--- src/rtl/bin_to_bcd_seq_pkg.sv ---
// bin_to_bcd_seq_pkg: shared state encoding and BCD constants for the converter and display drivers
package bin_to_bcd_seq_pkg;
    typedef enum logic [1:0] {IDLE = 2'd0, SHIFT = 2'd1, DONE = 2'd2} state_t;
    localparam int BCD_DIGIT_W = 4;
    localparam logic [3:0] BCD_NINE = 4'd9;
endpackage

--- src/rtl/bin_to_bcd_seq_if.sv ---
// bin_to_bcd_if: start/busy/done handshake and data bus between controller and converter
interface bin_to_bcd_if
    import bin_to_bcd_seq_pkg::*;
#(
    parameter int BIN_W  = 14,
    parameter int DIGITS = 4
);
    logic                          start;
    logic [BIN_W-1:0]              bin_in;
    logic [BCD_DIGIT_W*DIGITS-1:0] bcd_out;
    logic                          busy;
    logic                          done;
    logic                          overflow;
    modport master (output start, bin_in, input bcd_out, busy, done, overflow);
    modport slave  (input start, bin_in, output bcd_out, busy, done, overflow);
endinterface

--- src/rtl/bin_to_bcd_seq_add3.sv ---
// bcd_add3: double-dabble digit correction, adds 3 to a BCD digit of 5 or more
module bcd_add3
    import bin_to_bcd_seq_pkg::*;
(
    input  logic [BCD_DIGIT_W-1:0] dig,
    output logic [BCD_DIGIT_W-1:0] adj
);
    assign adj = (dig >= 4'd5) ? dig + 4'd3 : dig;
endmodule

--- src/rtl/bin_to_bcd_seq.sv ---
// bin_to_bcd_seq: iterative shift-and-add-3 binary to packed BCD converter, BIN_W+1 cycles per conversion
module bin_to_bcd_seq
    import bin_to_bcd_seq_pkg::*;
#(
    parameter int BIN_W  = 14,
    parameter int DIGITS = 4
)(
    input  logic         clk,
    input  logic         rst,
    bin_to_bcd_if.slave  bus
);
    localparam int BCD_W = (DIGITS + 1) * BCD_DIGIT_W;
    localparam int REG_W = BCD_W + BIN_W;
    localparam int CNT_W = $clog2(BIN_W + 1);
    localparam int OUT_W = DIGITS * BCD_DIGIT_W;

    state_t             state, state_nxt;
    logic [CNT_W-1:0]   cnt;
    logic [REG_W-1:0]   sr, sr_add, sr_step;
    logic [OUT_W-1:0]   bcd_q;
    logic               ovf_q, accept, last;

    // One extra guard digit catches values above 10^DIGITS-1
    for (genvar g = 0; g <= DIGITS; g++) begin : g_add3
        bcd_add3 u_add3 (
            .dig (sr[BIN_W + BCD_DIGIT_W*g +: BCD_DIGIT_W]),
            .adj (sr_add[BIN_W + BCD_DIGIT_W*g +: BCD_DIGIT_W])
        );
    end
    assign sr_add[BIN_W-1:0] = sr[BIN_W-1:0];
    assign sr_step = {sr_add[REG_W-2:0], 1'b0};

    always_comb begin
        accept    = (state != SHIFT) && bus.start;
        last      = (state == SHIFT) && (cnt == CNT_W'(BIN_W - 1));
        state_nxt = accept ? SHIFT : last ? DONE : (state == SHIFT) ? SHIFT : IDLE;
    end

    always_ff @(posedge clk) begin
        if (rst) begin
            state <= IDLE;
        end else begin
            state <= state_nxt;
        end
    end

    always_ff @(posedge clk) begin
        if (rst) begin
            sr    <= '0;
            cnt   <= '0;
            bcd_q <= '0;
            ovf_q <= 1'b0;
        end else if (accept) begin
            sr  <= {{BCD_W{1'b0}}, bus.bin_in};
            cnt <= '0;
        end else if (state == SHIFT) begin
            sr  <= sr_step;
            cnt <= cnt + 1'b1;
            if (last) begin
                ovf_q <= |sr_step[REG_W-1 -: BCD_DIGIT_W];
                bcd_q <= |sr_step[REG_W-1 -: BCD_DIGIT_W] ? {DIGITS{BCD_NINE}}
                                                          : sr_step[BIN_W +: OUT_W];
            end
        end
    end

    assign bus.busy     = (state == SHIFT);
    assign bus.done     = (state == DONE);
    assign bus.bcd_out  = bcd_q;
    assign bus.overflow = ovf_q;
endmodule
--- src/flat_wrapper.sv ---
// flat-port wrapper written by rule: the top's interface ports become plain ports
module bin_to_bcd_seq_flat import bin_to_bcd_seq_pkg::*;
#(
    parameter int BIN_W  = 14,
    parameter int DIGITS = 4
)
  (clk, rst, bus_start, bus_bin_in, bus_bcd_out, bus_busy, bus_done, bus_overflow);
  bin_to_bcd_if #(.BIN_W(BIN_W), .DIGITS(DIGITS)) bus_i ();
  input  logic clk;
  input  logic rst;
  input wire logic [$bits(bus_i.start)-1:0] bus_start;
  input wire logic [$bits(bus_i.bin_in)-1:0] bus_bin_in;
  output wire logic [$bits(bus_i.bcd_out)-1:0] bus_bcd_out;
  output wire logic [$bits(bus_i.busy)-1:0] bus_busy;
  output wire logic [$bits(bus_i.done)-1:0] bus_done;
  output wire logic [$bits(bus_i.overflow)-1:0] bus_overflow;
  assign bus_i.start = bus_start;
  assign bus_i.bin_in = bus_bin_in;
  assign bus_bcd_out = bus_i.bcd_out;
  assign bus_busy = bus_i.busy;
  assign bus_done = bus_i.done;
  assign bus_overflow = bus_i.overflow;
  bin_to_bcd_seq #(.BIN_W(BIN_W), .DIGITS(DIGITS)) u_core (.clk(clk), .rst(rst), .bus(bus_i));
endmodule
--- config.mk ---
export PLATFORM = sky130hd
export DESIGN_NAME = bin_to_bcd_seq_flat
export DESIGN_NICKNAME = d
export VERILOG_FILES = /design/src/rtl/bin_to_bcd_seq_pkg.sv /design/src/rtl/bin_to_bcd_seq_if.sv /design/src/rtl/bin_to_bcd_seq_add3.sv /design/src/rtl/bin_to_bcd_seq.sv /design/src/flat_wrapper.sv
export SDC_FILE = /design/constraint.sdc
export NUM_CORES = 1
export LEC_CHECK = 0
export BUFFER_PORTS_ARGS = -buffer_cell sky130_fd_sc_hd__buf_4
export CAP_MARGIN = 25
export CORE_AREA = 8 8 77 79
export CTS_CLUSTER_SIZE = 25
export DETAILED_ROUTE_END_ITERATION = 7
export DIE_AREA = 0 0 85 87
export PLACE_DENSITY = 0.86
export SETUP_SLACK_MARGIN = 0.3
export SLEW_MARGIN = 10
export SYNTH_ARGS = -nofsm -noshare
export SYNTH_HDL_FRONTEND = slang
export SYNTH_SLANG_ARGS = --single-unit
--- constraint.sdc ---
create_clock -name clk -period 3.85 [get_ports clk]
set_input_delay 0.1925 -clock clk [delete_from_list [all_inputs] [get_ports clk]]
set_output_delay 0.1925 -clock clk [all_outputs]
set_load 0.02 [all_outputs]
# Yosys cells after proc, flatten, opt, wreduce, memory -nomap -nowiden
# Cells that the tools add are included.
# totals
register_bits,57
in_bits,17
out_inout_bits,19
word_cells,40
# op_classes
add_sub_neg,6
n_lt_le_gt_ge,5
n_eq_ne,4
muxes,11
bitwise,1
n_reduce_logical,6
# ops
op,n
$mux 14,2
$ge 4x3->1 const B,5
$add 4x2->4 const B,4
$mux 16,1
$mux 4,4
$add 4x1->4 const B,1
$eq 4x4->1 const B,1
$reduce_or 4->1,1
$add 3x2->3 const B,1
$mux 3,1
$reduce_and 3->1,1
$eq 2x1->1 const B,1
$eq 2x2->1 const B,1
$logic_and 1x1->1,2
$mux 1,2
$mux 2,1
$ne 2x1->1 const B,1
$reduce_bool 2->1,1
$reduce_or 2->1,1
$not 1->1,1

# Logic depth before layout (Yosys ltp)
# Gate-level depths: netlist (run 1).
# logic_depth
ltp_word,4
depth_mapped,8

# By module
# From an unflattened synthesis (run 1), not the netlist that was laid out.
# unflattened
hier_cells,339
hier_area_um2,2746.4
# modules_own_cells
module,instances,cells_each,area_each_um2
bin_to_bcd_seq,1,259,2239.6
bcd_add3,5,16,101.3

# Worst setup path before layout (run 1)
# Ideal clock, no wire load.
# synth_path
path_kind,register to register
startpoint,register u_core.sr[31]
endpoint,"register u_core.bcd_q[0], in the netlist u_core.bus.bcd_out[0]"
t_arrival_ps,1496
required_ps,3708
path_slack_ps,2212
path_stages_with_launch,9
path_buffers,1
synth_period_minus_slack_ps,1638
path_cell_list,dfxtp_1 > inv_1 > ha_1 > nand2b_1 > a21oi_2 > xnor2_1 > and4_4 > buf_6 > a211oi_2
# synth_between
elab_chain_len,4
word_cells_on_any_way,5
cone_classes,add/sub: 1; order compare: 1; mux: 2; reduce/logical: 1
# synth_lines
element,line_no,rtl
start: declaration,bin_to_bcd_seq.sv:19,"logic [REG_W-1:0] sr, sr_add, sr_step;"
start signal: assignment,bin_to_bcd_seq.sv:54,"sr <= {{BCD_W{1'b0}}, bus.bin_in};"
start signal: assignment,bin_to_bcd_seq.sv:57,sr <= sr_step;
$ge 4x3->1 / $add 3x2->3 (equally long branches),bin_to_bcd_seq_add3.sv:8,assign adj = (dig >= 4'd5) ? dig + 4'd3 : dig;
$mux 3 (*),bin_to_bcd_seq_add3.sv:8,
$reduce_or 4->1 (*),bin_to_bcd_seq.sv:61,bcd_q <= |sr_step[REG_W-1 -: BCD_DIGIT_W] ? {DIGITS{BCD_NINE}}
$mux 16 (*),bin_to_bcd_seq.sv:61,
end signal: assignment,bin_to_bcd_seq.sv:61,
end: declaration,bin_to_bcd_seq.sv:20,logic [OUT_W-1:0] bcd_q;
# Every way passes the cells marked *; elsewhere a longest branch is shown, timed or not.
# A chain may end at the register's enable or synchronous reset.

# Worst setup path after layout (run 1)
# layout_path
startpoint,register u_core.sr[27]
endpoint,"register u_core.bcd_q[1], in the netlist u_core.bus.bcd_out[1]"
# layout_between
elab_chain_len,4
word_cells_on_any_way,5
cone_classes,add/sub: 1; order compare: 1; mux: 2; reduce/logical: 1
# layout_lines
element,line_no
$add 4x2->4 / $ge 4x3->1 (equally long branches),bin_to_bcd_seq_add3.sv:8
$mux 4 (*),bin_to_bcd_seq_add3.sv:8
$reduce_or 4->1 (*),bin_to_bcd_seq.sv:61
$mux 16 (*),bin_to_bcd_seq.sv:61
# Marked as above.

==> flow_summary_export.csv, run 1 <==
group,metric,value,unit
finish,layout-drive-gt1-share,0.190,
sta,slew_viol_final,0,
grt,grt_pass1_vias,2104,
drt,wl,5.58,mm
drt,drc,0,
yosys,yosysSeqAreaShare,0.423,
die,die_h,87,µm
cts,cts.htree.levels,3,
setup_path,rr_endpoint,"u_core.bus.bcd_out[1]",
cts,cts_setup_buffers,0,
yosys,synthCells,299,
setup_path,cp-end-kind,"flop",
yosys,yosysMostFrequentCell,"dfxtp_1",
hold_path,min_from,"bus_bin_in[0]",
cts,cts_buffers,9,
drt,dr.pass1.iters,4,
drt,routed_via_density,5.55,
yosys,synth.net_count,328,
cts,clk_pin_slew,0.06,ns
grt,antenna_found_initial,0,
power_and_ir_drop,pwr-share-comb,0.088,
setup_path,r2r-start,"u_core.sr[27]",
run_status,outcome,"finished, final reports clean",
die,initial_core_util,0.557,
cts,cts_hold_buf,0,
yosys,async_flop_share,0,
hold_path,hold_class,"input port to flop",
setup_path,crit_path_start_kind,"flop",
grt,use_met2,0.280,
yosys,syn_area,2700,µm²
setup_path,endpoint,"u_core.bus.bcd_out[1]",
yosys,ys_ff_latch,57,
drt,drt_iter0_drc,130,
placement,post-place-ws,1.95,ns
yosys,synth_top_area_cell,"dfxtp_1",
power_and_ir_drop,power_switching_share,0.243,
power_and_ir_drop,p_per_area,391,nW/µm²
power_and_ir_drop,power.share.clock,0.400,
sta,clock-skew-final,0.00682,ns
finish,fin_nets,356,
sta,finalSetupViolations,0,
power_and_ir_drop,internal-power,0.000919,W
cts,cts_resized,0,
setup_path,required,4.09,ns
finish,nFillCells,396,
cts,cts_tree,"done",
die,die_area,7400,µm²
sta,hold_viol,0,
finish,stdcell_area,3110,µm²
yosys,yosysWarnings,0,
die,die_w,85,µm
placement,port_buffers,35,
grt,grt_use_met3,0.0528,
sta,period_needed,1.92,ns
yosys,synth_common_cells,"dfxtp_1 (57), nor2_1 (38), mux2i_1 (27)",
power_and_ir_drop,leakagePower,1.22,nW
sta,tightest_slew,0.719,ns
grt,grtUsageTotal,0.162,
placement,place_area,2930,µm²
cts,cts_root_buffer,"clkbuf_8",
grt,grt-ovfl-total,0,
finish,diodes,0,
sta,fin_tns_setup,0,ns
setup_path,crit_fanout,8,
setup_path,r2r_cells,7,
sta,max_freq,0.522,GHz
sta,finalWorstSetupSlack,1.93,ns
grt,grtUsageMet1,0.177,
placement,routabilityCongestion,0.836,
sta,slew-limit-headroom,0.521,
grt,top_usage_layer,"met2",
yosys,yosys-top-cells-area,"dfxtp_1 (42%), mux2i_1 (10%), ha_1 (5.6%)",
cts,cts.path.max_buffers,2,
drt,wl_per_cell,14.4,µm
die,io-pin-count,36,
grt,grt_max_degree,44,
setup_path,arrival,2.16,ns
setup_path,worstSetupStartpoint,"u_core.sr[27]",
cts,cts_sinks,57,
setup_path,rrSetupSlack,1.93,ns
run,max_cap_viol_count,0,
sta,fin_crit_sh,0.498,
drt,drtAntennaViolNets,0,
yosys,synth_cell_types,29,
power_and_ir_drop,switching_power,0.000295,W
die,coreArea,4850,µm²
grt,grt_pass1_wl,9.59,mm
finish,syn_to_final_growth,15.2,%
yosys,synth_top_area_share,0.423,
cts,clock_latency,0.33,ns
power_and_ir_drop,ir_worst_vdd,0.298,mV
setup_path,path_class,"flop to flop",
die,num_rows,26,
yosys,synth.avg_cell_area,9.02,µm²
yosys,synth_edf_count,0,
placement,dp_hpwl,3.86,mm
yosys,synthFlopType,"dfxtp_1",
drt,vias,2155,
power_and_ir_drop,pwr-share-seq,0.513,
sta,rsz0062_at_grt,"false",
[power groups by stage]
stage                     registers, W   logic, W  clock network, W
after floorplan               0.000631  0.0000817                 0
after global placement        0.000634   0.000103                 0
after detailed placement      0.000635   0.000107                 0
after CTS                     0.000622   0.000108          0.000495
after global routing          0.000625   0.000121          0.000523
final                         0.000622   0.000107          0.000485
[worst max-delay path, stage by stage, from the launching register on]
cell and delay [ns]:
dfxtp_1 0.35, inv_1 0.08, ha_1 0.18, nand2b_1 0.15, nor3b_1 0.14, a21oi_1 0.37
a31oi_2 0.30, nor3_1 0.26
[cells in the final DEF (no fill, tap or decap), types with 8 or more instances in the layout]
master	instances
nor2_1	38
a211oi_2	8
a211oi_1	19
inv_1	12
nor3_1	11
a21oi_1	26
nand2_1	22
o21ai_0	10
mux2i_1	27
ha_1	12
buf_4	36
dfxtp_1	57
clkbuf_8	11
nor3b_1	8
[cell families after synthesis]
group | Yosys count | share of synthesized area
flip-flops | 57 | 0.423
AND/OR/NAND/NOR | 96 | 0.168
adder cells (fa/ha/maj) | 12 | 0.0557
buffers and inverters | 32 | 0.0575
XOR/XNOR | 8 | 0.0260
AO/OA/AOI/OAI | 67 | 0.170
multiplexers | 27 | 0.100
[layer usage]
layer / wire length (µm) / up-vias
met1: 2500 / 1016
met3: 223 / 11
met2: 2740 / 34
met5: 0 / -
met4: 114 / 0
li1: - / 1094
[how the worst min path moves through the flow]
stage / end / slack, ns / depth (start not counted)
6_report: u_core.sr[0] / 0.20 / 3
5_1_grt: u_core.sr[0] / 0.21 / 3
4_1_cts: u_core.sr[0] / 0.20 / 3
3_5_place_dp: u_core.sr[14] / 0.47 / 2
3_3_place_gp: u_core.sr[14] / 0.46 / 2
2_1_floorplan: u_core.sr[0] / 0.39 / 2
[state kept, by name (all words and copies together), names as in the netlist]
| register | flops |
|---|---|
| u_core.state | 2 |
| u_core.sr | 34 |
| u_core.bus.overflow | 1 |
| u_core.bus.bcd_out | 16 |
| u_core.cnt | 4 |
[metrics by stage]
step | utilization | std cells | power, W | hold slack (ns)
after global routing | 0.641 | 388 | 0.00127 | 0.207
after detailed placement | 0.605 | 372 | 0.000741 | 0.469
after floorplan | - | 299 | 0.000713 | 0.388
after CTS | 0.641 | 388 | 0.00123 | 0.196
final | 0.641 | 388 | 0.00121 | 0.205
after global placement | 0.605 | 372 | 0.000737 | 0.460
[final cells by class]
type,count,area (µm²),area share
multi-input combinational,210,1400,0.451
tap,56,70.1,0.0225
timing repair buffer,36,270,0.0870
sequential,57,1140,0.367
clock inverter,3,15.0,0.00483
clock buffer,13,159,0.0511
inverter,13,51.3,0.0165
(Power assumes the default switching activity.)
==> run 2, diff against run 1 <==
--- a/config.mk
+++ b/config.mk
@@ -5,13 +5,14 @@
 export SDC_FILE = /design/constraint.sdc
 export NUM_CORES = 1
 export LEC_CHECK = 0
+export ABC_AREA = 1
 export BUFFER_PORTS_ARGS = -buffer_cell sky130_fd_sc_hd__buf_4
 export CAP_MARGIN = 25
-export CORE_AREA = 8 8 77 79
+export CORE_AREA = 8 8 80 82
 export CTS_CLUSTER_SIZE = 25
 export DETAILED_ROUTE_END_ITERATION = 7
-export DIE_AREA = 0 0 85 87
-export PLACE_DENSITY = 0.86
+export DIE_AREA = 0 0 88 90
+export PLACE_DENSITY = 0.84
 export SETUP_SLACK_MARGIN = 0.3
 export SLEW_MARGIN = 10
 export SYNTH_ARGS = -nofsm -noshare
==> constraint.sdc (replaced) <==
create_clock -name clk -period 1.9 [get_ports clk]
set_input_delay 0.095 -clock clk [delete_from_list [all_inputs] [get_ports clk]]
set_output_delay 0.095 -clock clk [all_outputs]
set_load 0.02 [all_outputs]
==> run 2 against run 1 <==
  * Fmax rose by 20%
  * Cell area rose by 13%
  * Area after synthesis rose by 7.3%
  * Utilization rose by 3.1 points
  * Critical endpoint is now u_core.bus.bcd_out[6]
==> flow_summary_export.csv, run 2 <==
group,metric,value,unit
hold_path,hold_class,"input port to flop",
placement,post-place-ws,0.183,ns
drt,vias,2693,
yosys,yosysMostFrequentCell,"nand2_1",
placement,dp_hpwl,4.49,mm
yosys,synth_top_area_cell,"dfxtp_1",
setup_path,cp_num_buf_inv,2,
sta,slew_viol_final,0,
run,max_cap_viol_count,0,
setup_path,cp_common_cell,"nand2_1",
setup_path,cp_cell_sequence,"inv_2 > ha_2 > inv_1 > nand2_2 > nand2_1 > nand3_2 > nand2_1 > nor2_1 > nand2_1 > nand2_2 > nand2_4 > nor2_4",
grt,grt_max_degree,36,
setup_path,cp-end-kind,"flop",
grt,antenna_found_initial,0,
finish,fin_nets,477,
grt,grt_pass1_wl,10.7,mm
finish,finalNonFillerCells,525,
sta,finalSetupViolations,0,
drt,drt_iter0_drc,181,
yosys,syn_area,2890,µm²
finish,largest_reg_flops,34,
die,die_area,7920,µm²
placement,port_buffers,35,
cts,cts.htree.levels,3,
sta,period_needed,1.60,ns
power_and_ir_drop,ir_worst_vdd,0.621,mV
die,num_rows,27,
grt,grt_pass1_vias,2423,
finish,max_flop_register,"u_core.sr",
die,io-pin-count,36,
drt,routed_via_density,5.13,
cts,clk_pin_slew,0.07,ns
cts,cts_hold_buf,0,
setup_path,crit_path_start_kind,"flop",
cts,cts.path.max_buffers,2,
yosys,synth_common_cells,"nand2_1 (85), inv_1 (80), dfxtp_1 (57)",
placement,routabilityCongestion,0.912,
setup_path,path_class,"flop to flop",
yosys,yosysWarnings,0,
placement,dpl.cell_count,504,
drt,dr.pass1.iters,4,
yosys,synthFlopType,"dfxtp_1",
drt,drc,0,
power_and_ir_drop,leakagePower,1.70,nW
power_and_ir_drop,p_per_area,731,nW/µm²
cts,cts_buffers,9,
setup_path,critPathMaxStageDelay,0.37,ns
yosys,synth.avg_cell_area,7.13,µm²
setup_path,cp_top_family,"simple AND/OR/NAND/NOR gates",
drt,wl,6.75,mm
die,die_w,88,µm
yosys,synth_edf_count,0,
cts,cts_sinks,57,
yosys,ys_ff_latch,57,
finish,final_cell_mix,"nand2_1 (81), inv_1 (76), dfxtp_1 (52), buf_4 (44)",
sta,fin_crit_sh,0.842,
setup_path,crit_fanout,8,
drt,wl_per_cell,12.8,µm
setup_path,arrival,1.82,ns
sta,finalWorstSetupSlack,0.300,ns
finish,layout_commonest_cell,"nand2_1",
grt,grtUsageTotal,0.170,
sta,rsz0062_at_grt,"true",
sta,hold_viol,0,
sta,slew-limit-headroom,0.735,
die,coreArea,5240,µm²
sta,whs,0.0104,ns
yosys,synth_top_area_share,0.394,
finish,diodes,0,
cts,cts_root_buffer,"clkbuf_8",
yosys,yosys-top-cells-area,"dfxtp_1 (39%), nand2_1 (11%), inv_1 (10%)",
die,initial_core_util,0.553,
setup_path,required,2.12,ns
sta,clock-skew-final,0.00705,ns
finish,layout-drive-gt1-share,0.234,
yosys,yosysSeqAreaShare,0.394,
yosys,async_flop_share,0,
cts,clock_latency,0.34,ns
power_and_ir_drop,power,0.00257,W
drt,drtAntennaViolNets,0,
cts,cts_tree,"done",
finish,syn_to_final_growth,21.6,%
yosys,synth.net_count,435,
die,die_h,90,µm
yosys,synthCells,406,
grt,grt-ovfl-total,0,
sta,tightest_slew,0.398,ns
sta,fin_tns_setup,0,ns
finish,nFillCells,432,
sta,max_freq,0.625,GHz
setup_path,slowest_stage,"dfxtp_2",
run_status,outcome,"finished, final reports clean",
yosys,synth_cell_types,27,
[run 2: cell types whose count changed in the layout (fill, tap and decap cells not counted), moves of 19 or more]
cell      delta
o21ai_0     +23
a211oi_1    -19
inv_1       +64
nand2_1     +59
mux2i_1     -27
[run 2: worst paths after layout]
path,from,to,slack [ns],depth (start not counted)
max,u_core.sr[26],u_core.bus.bcd_out[6],0.30,12
min,rst,u_core.bus.bcd_out[7],0.01,2
max reg2reg,u_core.sr[26],u_core.bus.bcd_out[6],0.30,12
min reg2reg,u_core.sr[13],u_core.sr[14],0.47,2
[run 2: worst register-to-register path, cell delays in order, from the launching register on]
cell	delay, ns
dfxtp_2	0.37
inv_2	0.05
ha_2	0.18
inv_1	0.06
nand2_2	0.06
nand2_1	0.10
nand3_2	0.10
nand2_1	0.10
nor2_1	0.06
nand2_1	0.09
nand2_2	0.09
nand2_4	0.17
nor2_4	0.06
[run 2: area by class of cell]
| type | count | area [µm²] | share of cell area |
|---|---|---|---|
| Inverter | 85 | 327 | 0.0928 |
| Timing Repair Buffer | 45 | 342 | 0.0971 |
| Multi-Input combinational cell | 250 | 1460 | 0.414 |
| Clock buffer | 12 | 135 | 0.0384 |
| Clock inverter | 4 | 20.0 | 0.00569 |
| Sequential cell | 57 | 1150 | 0.327 |
| Tap cell | 72 | 90.1 | 0.0256 |
[run 2: repair_timing]
item / in CTS / in global routing
endpoints found under the hold margin: 0 / 0
pin swaps: 0 / 8
buffers inserted: 0 / 5
setup endpoints to repair: 12 / 30
resized for setup: 6 / 36
[run 2: cells by family (layout without fill, tap and decap cells)]
family | count (synthesis) | count (layout) | share of synthesized area
DFF | 57 | 57 | 0.394
xor gates and xnor gates | 4 | 4 | 0.0121
adders and majority gates | 12 | 12 | 0.0519
AOI/OAI and AO/OA | 83 | 83 | 0.188
and+or+nand+nor | 151 | 151 | 0.219
buffers and inverters | 99 | 146 | 0.135
[run 2: power breakdown]
group          internal (W)  leakage [nW]  total [W]  switching, W
clock              0.000464        0.0839   0.000940      0.000475
sequential          0.00124         0.467    0.00127     0.0000336
combinational      0.000137          1.15   0.000358      0.000221
total               0.00184          1.70    0.00257      0.000729
[run 2: metal layers]
layer,GRT usage,share of wire,routed length (µm)
met5,0,0,0
met4,0.0875,0.023,153
met3,0.0455,0.047,316
met2,0.269,0.49,3310
met1,0.202,0.44,2970
[run 2: stage by stage]
step	area, µm²	util
after floorplan	2890	-
after global placement	3220	0.614
after detailed placement	3220	0.614
after CTS	3390	0.647
after global routing	3520	0.672
final	3520	0.672
==> run 3, diff against run 2 <==
==> constraint.sdc (replaced) <==
create_clock -name clk -period 1.65 [get_ports clk]
set_input_delay 0.0825 -clock clk [delete_from_list [all_inputs] [get_ports clk]]
set_output_delay 0.0825 -clock clk [all_outputs]
set_load 0.02 [all_outputs]
==> run 3 against run 2 <==
  * The flow now finishes with violations (negative setup slack)
  * Power grew 36%
  * Sequential power grew 16%
  * Count of clock-buffer cells in the layout grew 2
  * Setup slack lost 0.30 ns
  * Sequential share of layout area shrank 4.2 points
  * Non-clock buffer count grew 27
  * First-iteration DRC count grew 62%
  * Critical path type unchanged
  * Largest cell class unchanged
  * Largest power group unchanged
==> flow_summary_export.csv, run 3 (synthesized netlist as in run 2, its figures left out) <==
group,metric,value,unit
run_status,outcome,"complete, but fails checks",
run_status,violations,"negative setup slack",
grt,grt_max_degree,25,
finish,finalNonFillerCells,552,
die,io-pin-count,36,
drt,routed_via_density,5.62,
placement,routabilityCongestion,0.849,
setup_path,cp_num_buf_inv,3,
cts,cts_root_buffer,"clkbuf_8",
setup_path,required,1.89,ns
die,die_h,90,µm
die,coreArea,5240,µm²
drt,wl_met2,4.93,mm
setup_path,path_class,"flop to flop",
power_and_ir_drop,p_per_area,852,nW/µm²
setup_path,rr_endpoint,"u_core.bus.bcd_out[4]",
drt,dr.pass1.iters,5,
placement,port_buffers,35,
hold_path,hold_class,"input port to flop",
drt,vias,3102,
placement,place_area,3270,µm²
setup_path,cp_cell_sequence,"inv_4 > ha_4 > inv_2 > nand2_2 > nand2_2 > nand3_4 > nand3_1 > nor2_4 > nand3_1 > nand2_1 > inv_1",
sta,period_needed,1.65,ns
drt,drc,0,
sta,max_freq,0.606,GHz
die,die_area,7920,µm²
grt,grt-ovfl-total,0,
setup_path,critPathMaxStageDelay,0.37,ns
sta,finalSetupViolations,1,
finish,layout-drive-gt1-share,0.381,
sta,tightest_slew,0.364,ns
power_and_ir_drop,ir_worst_vdd,0.868,mV
cts,cts.path.max_buffers,2,
placement,dp_hpwl,4.67,mm
setup_path,cp-end-kind,"flop",
sta,slew-limit-headroom,0.755,
finish,fin_nets,504,
sta,fin_crit_sh,1.00,
setup_path,slowest_stage,"dfxtp_4",
die,initial_core_util,0.553,
grt,grt_pass1_vias,2754,
drt,wl_per_cell,17.7,µm
grt,grtUsageTotal,0.200,
sta,slew_viol_final,0,
finish,syn_to_final_growth,41.8,%
hold_path,min_path_cells,2,
setup_path,r2r-start,"u_core.sr[26]",
power_and_ir_drop,leakagePower,1.94,nW
cts,clk_pin_slew,0.07,ns
sta,rsz0062_at_grt,"true",
cts,clock_latency,0.35,ns
drt,wl_met3,721,µm
sta,clock-skew-final,0.0144,ns
setup_path,r2r_cells,11,
finish,nFillCells,286,
drt,m1WireLength,3.57,mm
finish,diodes,0,
hold_path,hold_end,"u_core.bus.bcd_out[3]",
cts,cts.htree.levels,3,
setup_path,crit_fanout,4,
setup_path,crit_path_start_kind,"flop",
setup_path,arrival,1.89,ns
cts,cts_buffers,9,
die,num_rows,27,
setup_path,rrSetupSlack,-0.0004,ns
drt,wl,9.77,mm
hold_path,min_from,"rst",
grt,antenna_found_initial,0,
grt,grt_pass1_wl,12.4,mm
setup_path,cp_top_family,"simple AND/OR/NAND/NOR gates",
finish,final_cell_mix,"nand2_1 (66), buf_4 (66), inv_1 (64), dfxtp_1 (45), nor2_1 (33)",
cts,cts_sinks,57,
drt,drtAntennaViolNets,0,
run,max_cap_viol_count,0,
placement,post-place-ws,0.118,ns
cts,cts_tree,"done",
placement,dpl.cell_count,505,
sta,hold_viol,0,
drt,dr.max_layer_used,"met4",
power_and_ir_drop,power,0.00350,W
die,die_w,88,µm
sta,fin_tns_setup,-0.000402,ns
finish,stdcell_area,4100,µm²
drt,drt_iter0_drc,293,
sta,finalWorstSetupSlack,-0.000402,ns
finish,max_flop_register,"u_core.sr",
cts,cts_hold_buf,0,
finish,largest_reg_flops,34,
[run 3: cell count changes in the layout (fill, tap and decap cells not counted), sizes merged]
cell | before | now
buf | 45 | 71
bufbuf | 0 | 1
inv | 85 | 84
clkinvlp | 0 | 1
clkbuf | 12 | 14
clkinv | 4 | 1
bufinv | 0 | 1
[run 3: worst max path at each step]
stage / end / depth (start not counted) / slack, ns / from
floorplan: u_core.bus.bcd_out[10] / 12 / 0.30 / u_core.sr[26]
global placement: u_core.sr[16] / 9 / 0.19 / u_core.sr[14]
detailed placement: u_core.bus.bcd_out[10] / 12 / 0.12 / u_core.sr[30]
CTS: u_core.bus.bcd_out[10] / 12 / 0.15 / u_core.sr[31]
global route: u_core.bus.bcd_out[14] / 12 / -0.03 / u_core.sr[31]
finish: u_core.bus.bcd_out[4] / 11 / -0.0004 / u_core.sr[26]
[run 3: power by group]
| group | total [W] | internal (W) | switching, W |
|---|---|---|---|
| Sequential | 0.00147 | 0.00143 | 0.0000488 |
| Clock | 0.00140 | 0.000820 | 0.000575 |
| Combinational | 0.000627 | 0.000265 | 0.000362 |
[run 3: through the flow]
stage                     hold WS (ns)  utilization
after floorplan                  0.232            -
after global placement           0.343        0.624
after detailed placement         0.352        0.624
after CTS                     0.000968        0.715
after global routing          -0.00422        0.784
final                          0.00214        0.784
[run 3: final cells by class]
cell class	instances	area, µm²	area share
tap	72	90.1	0.0220
timing repair buffer	72	611	0.149
clock inverter	2	35.0	0.00854
inverter	85	348	0.0848
sequential	57	1170	0.285
multi-input combinational	250	1680	0.409
clock buffer	14	173	0.0421
[run 3: timing repair]
| item | 4_1_cts | 5_1_grt |
|---|---|---|
| gates cloned | 1 | 0 |
| hold endpoints to repair | 0 | 0 |
| pin swaps | 15 | 19 |
| gates resized for setup | 51 | 67 |
| buffers inserted | 12 | 18 |
| endpoints found under the setup margin | 38 | 48 |
[run 3: routing by layer]
metal,GRT usage,vias to the layer above
li1,-,1423
met1,0.216,1437
met2,0.333,186
met3,0.0455,56
met4,0.138,0
met5,0,-
